--- src/rtl/screen_scanout.sv ---
// screen_scanout: 32x32 1-bit frame capture into a shadow register and
// row-by-row serial refresh of a shift-register LED matrix.
module screen_scanout #(
  parameter int unsigned CLK_DIV     = 1,
  parameter int unsigned HOLD_CYCLES = 4
) (
  input  logic          clkin,
  input  logic          rst,
  input  logic [1023:0] frame_in,
  input  logic          frame_valid,
  output logic          frame_ready,
  output logic          frame_done,
  output logic          sclk,
  output logic          sdata,
  output logic          row_latch,
  output logic [4:0]    row_sel,
  output logic          blank
);

  localparam int unsigned DIV_W  = (CLK_DIV > 1) ? $clog2(CLK_DIV) : 1;
  localparam int unsigned HOLD_W = (HOLD_CYCLES > 1) ? $clog2(HOLD_CYCLES) : 1;
  localparam logic [DIV_W-1:0]  DIV_LAST  = DIV_W'(CLK_DIV - 1);
  localparam logic [HOLD_W-1:0] HOLD_LAST = HOLD_W'(HOLD_CYCLES - 1);

  typedef enum logic [2:0] {
    S_IDLE  = 3'd0,
    S_SHIFT = 3'd1,
    S_LATCH = 3'd2,
    S_HOLD  = 3'd3,
    S_WRAP  = 3'd4
  } state_e;

  state_e              state_q;
  logic [1023:0]       shadow_q;
  logic [4:0]          row_q;
  logic [4:0]          col_q;
  logic [DIV_W-1:0]    div_q;
  logic [HOLD_W-1:0]   hold_q;
  logic                frame_ready_q;
  logic                frame_done_q;
  logic                sclk_q;
  logic                sdata_q;
  logic                row_latch_q;
  logic [4:0]          row_sel_q;
  logic                blank_q;

  logic                accept;
  logic [4:0]          row_inc;
  logic [4:0]          col_dec;

  // Handshake and counter neighbours used by the sequencer.
  assign accept  = frame_valid & frame_ready_q;
  assign row_inc = row_q + 5'd1;
  assign col_dec = col_q - 5'd1;

  // Scan sequencer: state, counters, shadow frame and all registered outputs.
  always_ff @(posedge clkin or posedge rst) begin
    if (rst) begin
      state_q       <= S_IDLE;
      shadow_q      <= '0;
      row_q         <= 5'd0;
      col_q         <= 5'd0;
      div_q         <= '0;
      hold_q        <= '0;
      frame_ready_q <= 1'b1;
      frame_done_q  <= 1'b0;
      sclk_q        <= 1'b0;
      sdata_q       <= 1'b0;
      row_latch_q   <= 1'b0;
      row_sel_q     <= 5'd0;
      blank_q       <= 1'b1;
    end else begin
      frame_done_q <= 1'b0;
      row_latch_q  <= 1'b0;
      case (state_q)
        S_IDLE: begin
          if (accept) begin
            shadow_q      <= frame_in;
            sdata_q       <= frame_in[31];
            row_q         <= 5'd0;
            col_q         <= 5'd31;
            div_q         <= '0;
            sclk_q        <= 1'b0;
            frame_ready_q <= 1'b0;
            state_q       <= S_SHIFT;
          end
        end
        S_SHIFT: begin
          if (div_q != DIV_LAST) begin
            div_q <= div_q + DIV_W'(1);
          end else begin
            div_q <= '0;
            if (!sclk_q) begin
              sclk_q <= 1'b1;
            end else if (col_q == 5'd0) begin
              sclk_q      <= 1'b0;
              row_latch_q <= 1'b1;
              state_q     <= S_LATCH;
            end else begin
              sclk_q  <= 1'b0;
              col_q   <= col_dec;
              sdata_q <= shadow_q[{row_q, col_dec}];
            end
          end
        end
        S_LATCH: begin
          blank_q   <= 1'b0;
          row_sel_q <= row_q;
          hold_q    <= '0;
          state_q   <= S_HOLD;
        end
        S_HOLD: begin
          if (hold_q != HOLD_LAST) begin
            hold_q <= hold_q + HOLD_W'(1);
          end else if (row_q == 5'd31) begin
            blank_q       <= 1'b1;
            frame_done_q  <= 1'b1;
            frame_ready_q <= 1'b1;
            state_q       <= S_WRAP;
          end else begin
            blank_q <= 1'b1;
            row_q   <= row_inc;
            col_q   <= 5'd31;
            div_q   <= '0;
            sdata_q <= shadow_q[{row_inc, 5'd31}];
            state_q <= S_SHIFT;
          end
        end
        S_WRAP: begin
          // A frame offered here replaces the shadow before the next scan.
          if (accept) begin
            shadow_q <= frame_in;
            sdata_q  <= frame_in[31];
          end else begin
            sdata_q  <= shadow_q[31];
          end
          row_q         <= 5'd0;
          col_q         <= 5'd31;
          div_q         <= '0;
          sclk_q        <= 1'b0;
          frame_ready_q <= 1'b0;
          state_q       <= S_SHIFT;
        end
        default: begin
          state_q       <= S_IDLE;
          frame_ready_q <= 1'b1;
          blank_q       <= 1'b1;
          sclk_q        <= 1'b0;
        end
      endcase
    end
  end

  assign frame_ready = frame_ready_q;
  assign frame_done  = frame_done_q;
  assign sclk        = sclk_q;
  assign sdata       = sdata_q;
  assign row_latch   = row_latch_q;
  assign row_sel     = row_sel_q;
  assign blank       = blank_q;

endmodule

--- config.mk ---
export PLATFORM = sky130hd
export DESIGN_NAME = screen_scanout
export DESIGN_NICKNAME = d
export VERILOG_FILES = /design/src/rtl/screen_scanout.sv
export SDC_FILE = /design/constraint.sdc
export NUM_CORES = 2
export LEC_CHECK = 0
export BUFFER_PORTS_ARGS = -buffer_cell sky130_fd_sc_hd__buf_2
export CAP_MARGIN = 20
export CORE_AREA = 2 2 406 408
export CTS_CLUSTER_DIAMETER = 60
export DETAILED_ROUTE_END_ITERATION = 10
export DIE_AREA = 0 0 408 410
export PLACE_DENSITY = 0.53
export SLEW_MARGIN = 10
export SYNTH_ARGS = -nofsm -noshare
export SYNTH_HDL_FRONTEND = slang
export SYNTH_SLANG_ARGS = --single-unit
--- constraint.sdc ---
create_clock -name clkin -period 53.2 [get_ports clkin]
set_input_delay 13.3 -clock clkin [delete_from_list [all_inputs] [get_ports clkin]]
set_output_delay 13.3 -clock clkin [all_outputs]
set_load 0.01 [all_outputs]
After elaboration in Yosys (flattened, before gate mapping)
Index checks and enable logic that the tools add are counted.
{ "op_classes": {"add_sub_neg": 4, "magnitude_cmp": 2, "bitwise_logic": 4, "muxes": 52, "n_reduce_logical": 18, "n_eq_ne": 15} }
{ "op_table": {"columns": ["operator", "count"], "rows": [
  ["$mux W5", 9],
  ["$mux W1", 25],
  ["$lt A10 B11 Y1 const B", 2],
  ["$ne A2 B2 Y1 const B", 10],
  ["$pmux W5 S4", 1],
  ["$mux W3", 6],
  ["$pmux W3 S5", 1],
  ["$pmux W5 S3", 1],
  ["$pmux W1 S4", 3],
  ["$reduce_and A4 Y1", 3],
  ["$bmux W1 S10", 1],
  ["$reduce_and A7 Y1", 1],
  ["$eq A3 B2 Y1 const B", 2],
  ["$pmux W1 S3", 2],
  ["$reduce_and A2 Y1", 3],
  ["$reduce_or A2 Y1", 3],
  ["$add A5 B1 Y5 const B", 1],
  ["$bmux W1 S5", 1],
  ["$eq A5 B5 Y1 const B", 1],
  ["$logic_not A5 Y1", 1],
  ["$reduce_and A5 Y1", 1],
  ["$sub A5 B1 Y5 const B", 1],
  ["$pmux W2 S2", 1],
  ["$reduce_bool A4 Y1", 1],
  ["other kinds (12)", 14]
]} }
{ "totals": {"reg_bits": 1051, "word_cells": 108} }

Depth between registers and ports, before layout
{ "logic_depth": {"ltp_word": 7, "ltp_mapped": 20, "mapped_depth_nobuf": 11} }

Worst setup path after synthesis
OpenSTA, ideal clock, no wires.
{ "synth_timing": {"kind": "in2reg", "from": "in frame_valid", "to": "reg shadow_q[383]", "slack_ps": 37993, "t_arrival_ps": 15083, "setup_ps": 125, "n_path_buf": 3, "stages": 6, "path_cell_list": "nand2_1 nor3_1 clkbuf_1 clkbuf_1 clkbuf_1 mux2_2"} }
{ "synth_via": {"elab_chain_len": 2} }
{ "synth_lines": {"columns": ["element", "line_no", "rtl"], "rows": [
  ["from (decl)", "10", "input logic frame_valid,"],
  ["$and A1 B1 Y1", "52", "assign accept = frame_valid & frame_ready_q;"],
  ["$reduce_and A2 Y1 (no source line)", null, null],
  ["to (signal assigned)", "78", "shadow_q <= frame_in;"],
  ["to (signal assigned)", "132", "shadow_q <= frame_in;"],
  ["to (decl)", "34", "logic [1023:0] shadow_q;"]
]} }
No other way between the ends.
A chain may end at the register's enable or synchronous reset.

Final worst setup path
{ "layout_timing": {"from": "in frame_valid", "to": "reg shadow_q[612]"} }
The elaborated chain is that of the path after synthesis.

==> results.tsv <==
metric	value	unit
outcome	finished, final reports clean	
fin crit share	33.58	%
Async S/R FF share, synth	100.0	%
NetSw	0.3960	mW
combinational share of power	3.2	%
pwr/cell area	29.33	nW/µm²
crit-path most repeated cell	buf_4	
syn_area_per_cell	15.90	µm²
root buffer cell	clkbuf_16	
drt drc	0	
std cell rows	149	
Total GRT Usage	21.06	%
drt first pass iters	5	
Slew Viols, Final	0	
die area	167300	µm²
CTS Buf Count	134	
worst endpoint required time	53.83	ns
end point of the critical path	shadow_q[612]$_DFFE_PP0P_	
Global Route met1 Usage	24.51	%
Unique masters post-synth	71	
Post-CTS Resized	0	
Die H	410	µm
synthesis warning total	0	
clock sinks	1050	
Setup WS pre-CTS	34.39	ns
largest net degree at the start of global routing	180	
Post-synth EDFFs	0	
syn nets	4070	
initial antenna violation count	155	
commonest cells after routing, fill and taps aside	1046 x dfrtp_1, 1037 x buf_2, 1036 x mux2_2	
Fin. Hold Viols	0	
GR peak layer	met2	
Max Root-Sink Buffers	3	
H-Tree Depth	4	
M2 GR Usage	35.59	%
Starting Density	29.55	%
worst vdd ir	0.00003034	V
via count	31660	
GP Congestion	0.8161	
Die X	408	µm
Slew @ Worst Pin	1.385	ns
DPL Wire Length	134700	µm
ys flop type	dfrtp_1	
worst r2r path cells	17	
Final nets	5092	
critical path type	primary input to flip-flop	
reg2reg setup slack	45.75	ns
CTS hold repair buffers	0	
WP depth	10	
PortBufs	1037	
HP Class	flip-flop to flip-flop	
crit path launch	frame_valid	
share of cells above drive strength 1	62.33	%
later-pin clock latency in the skew report	0.75	ns
core area	163500	µm²
total global routing overflow	0	
CP arrival	18.50	ns
# IOs	1038	
mapped cell area	48310	µm²
sequential-to-total area share from yosys stat	54.39	%
wire per inst	27.86	µm
clock skew	0.02431	ns
vias in the first global route	33380	
worst hold stages	1	
Rel. slew slack	7.699	%
Seq pwr share	45.2	%
synthesis-to-finish area growth	24.66	%
CTS tree	built	
Initial DRC Count	1889	
worst setup slack after layout	35.34	ns
Setup crit end kind	flip-flop	
post-layout minimum cycle time	17.86	ns
Syn Inst Count	3039	
post-CTS setup buffers	0	
ANT nets after route	0	
CP Max Fanout	73	
crit-path leading delay family	buffers and inverters	
nature of the critical path startpoint	primary input	
global-route wire length before repair	249500	µm
RSZ-0062 raised after global routing	no	
final setup vio count	0	
setup TNS	0	ns
M3 GR Usage	7.337	%
wirelength, routed	179100	µm
most common cell after layout, fill and taps aside	dfrtp_1	
slowest stage delay, CP	0.87	ns
Worst-path clk slew	0.06	ns
CP max stage cell	buf_4	
Worst Path Buf+Inv	7	
FF+latch count, synth	1050	
sw frac	22.41	%
FMAX	55.98	MHz
Internal Power	1.371	mW
Worst R2R Start	col_q[0]$_DFFE_PP0P_	
critical path cell sequence	buf_2, nand2_1, nor3_2, buf_4, buf_4, buf_4, buf_4, buf_4, buf_16, mux2_2	
Max-Cap Viols	0	
Clock Power Share	51.5	%
FILL cells	15950	
RR Endpoint	sdata$_DFFE_PP0P_	
leak pwr	30.04	nW
routed vias/inst	4.925	
[cell usage after synthesis (all sizes together), types with 7 or more instances]
cell type / count / share of area (%)
a21oi: 27 / 0.29
and3: 23 / 0.30
a31oi: 13 / 0.17
mux2i: 32 / 0.66
mux4: 268 / 13
nand4: 12 / 0.16
mux2: 1036 / 24
inv: 8 / 0.062
nor2: 62 / 0.48
a211oi: 22 / 0.34
nand3: 26 / 0.27
nand2: 95 / 0.75
a22oi: 21 / 0.33
o21ai: 20 / 0.21
clkbuf: 133 / 1.2
buf: 84 / 1.5
dfrtp: 1048 / 54
a221oi: 7 / 0.14
nor3: 9 / 0.093
[cell type report]
type / instances / area, µm² / share of cell area [%]
clock buffer: 199 / 4014 / 6.664
timing repair buffer: 1103 / 5788 / 9.610
sequential: 1050 / 26290 / 43.64
tap: 2189 / 2739 / 4.548
multi-input combinational: 1764 / 20750 / 34.45
antenna: 74 / 185.2 / 0.3075
inverter: 8 / 37.54 / 0.06232
clock inverter: 41 / 430.4 / 0.7146
[worst reg2reg max path, delay by kind of cell (launching register included)]
| kind | cells | cell delay, ns |
|---|---|---|
| AO/OA/AOI/OAI | 5 | 1.82 |
| adder cells (fa/ha/maj) | 1 | 0.48 |
| buffers and inverters | 7 | 3.64 |
| flip-flops | 1 | 0.63 |
| multiplexers | 1 | 0.45 |
| AND/OR/NAND/NOR | 3 | 0.28 |
[logic make-up after synthesis]
logic type,share of synthesized area (%)
muxes,37.71
DFF,54.39
and+or+nand+nor,2.520
buffers and inverters,2.789
AOI/OAI and AO/OA,2.326
xor gates and xnor gates,0.1657
adders and majority gates,0.1036
[stage by stage]
stage                     utilization (%)  area (µm²)  hold WS [ns]  instances  power [mW]
after detailed placement            33.97       55550        0.4877       6111      0.8720
after global routing                36.80       60160        0.5102       6402       1.830
after floorplan                         -       48310        0.4720       3039      0.8270
final                               36.84       60230        0.4953       6428       1.767
after global placement              33.97       55550        0.4801       6111      0.8715
after CTS                           36.69       59990        0.5007       6351       1.791
[power groups by stage]
stage	clock network (mW)	registers, mW	logic (mW)
2_1_floorplan	0	0.815	0.0122
3_3_place_gp	0	0.813	0.0582
3_5_place_dp	0	0.813	0.0588
4_1_cts	0.933	0.799	0.0590
5_1_grt	0.968	0.798	0.0641
6_report	0.910	0.799	0.0572
[metal layers]
layer	share of wire, %	vias to the layer above
li1	-	13700
met1	39	16450
met2	50	989
met3	7.3	401
met4	3.5	114
met5	0.39	-
[how the worst min path moves through the flow]
| stage | start | end | slack [ns] |
|---|---|---|---|
| after floorplan | shadow_q[1002]$_DFFE_PP0P_ | shadow_q[1002]$_DFFE_PP0P_ | 0.47 |
| after global placement | shadow_q[802]$_DFFE_PP0P_ | shadow_q[802]$_DFFE_PP0P_ | 0.48 |
| after detailed placement | shadow_q[802]$_DFFE_PP0P_ | shadow_q[802]$_DFFE_PP0P_ | 0.49 |
| after CTS | shadow_q[802]$_DFFE_PP0P_ | shadow_q[802]$_DFFE_PP0P_ | 0.50 |
| after global routing | shadow_q[629]$_DFFE_PP0P_ | shadow_q[629]$_DFFE_PP0P_ | 0.51 |
| final | shadow_q[802]$_DFFE_PP0P_ | shadow_q[802]$_DFFE_PP0P_ | 0.50 |
[flip-flops by register name, summed over array words and instances, names as in the netlist, 2 cells and up]
| register | flops |
|---|---|
| shadow_q | 1024 |
| row_q | 5 |
| col_q | 5 |
| state_q | 3 |
| hold_q | 2 |
| row_sel | 5 |
Power figures use the tool's default switching activity.
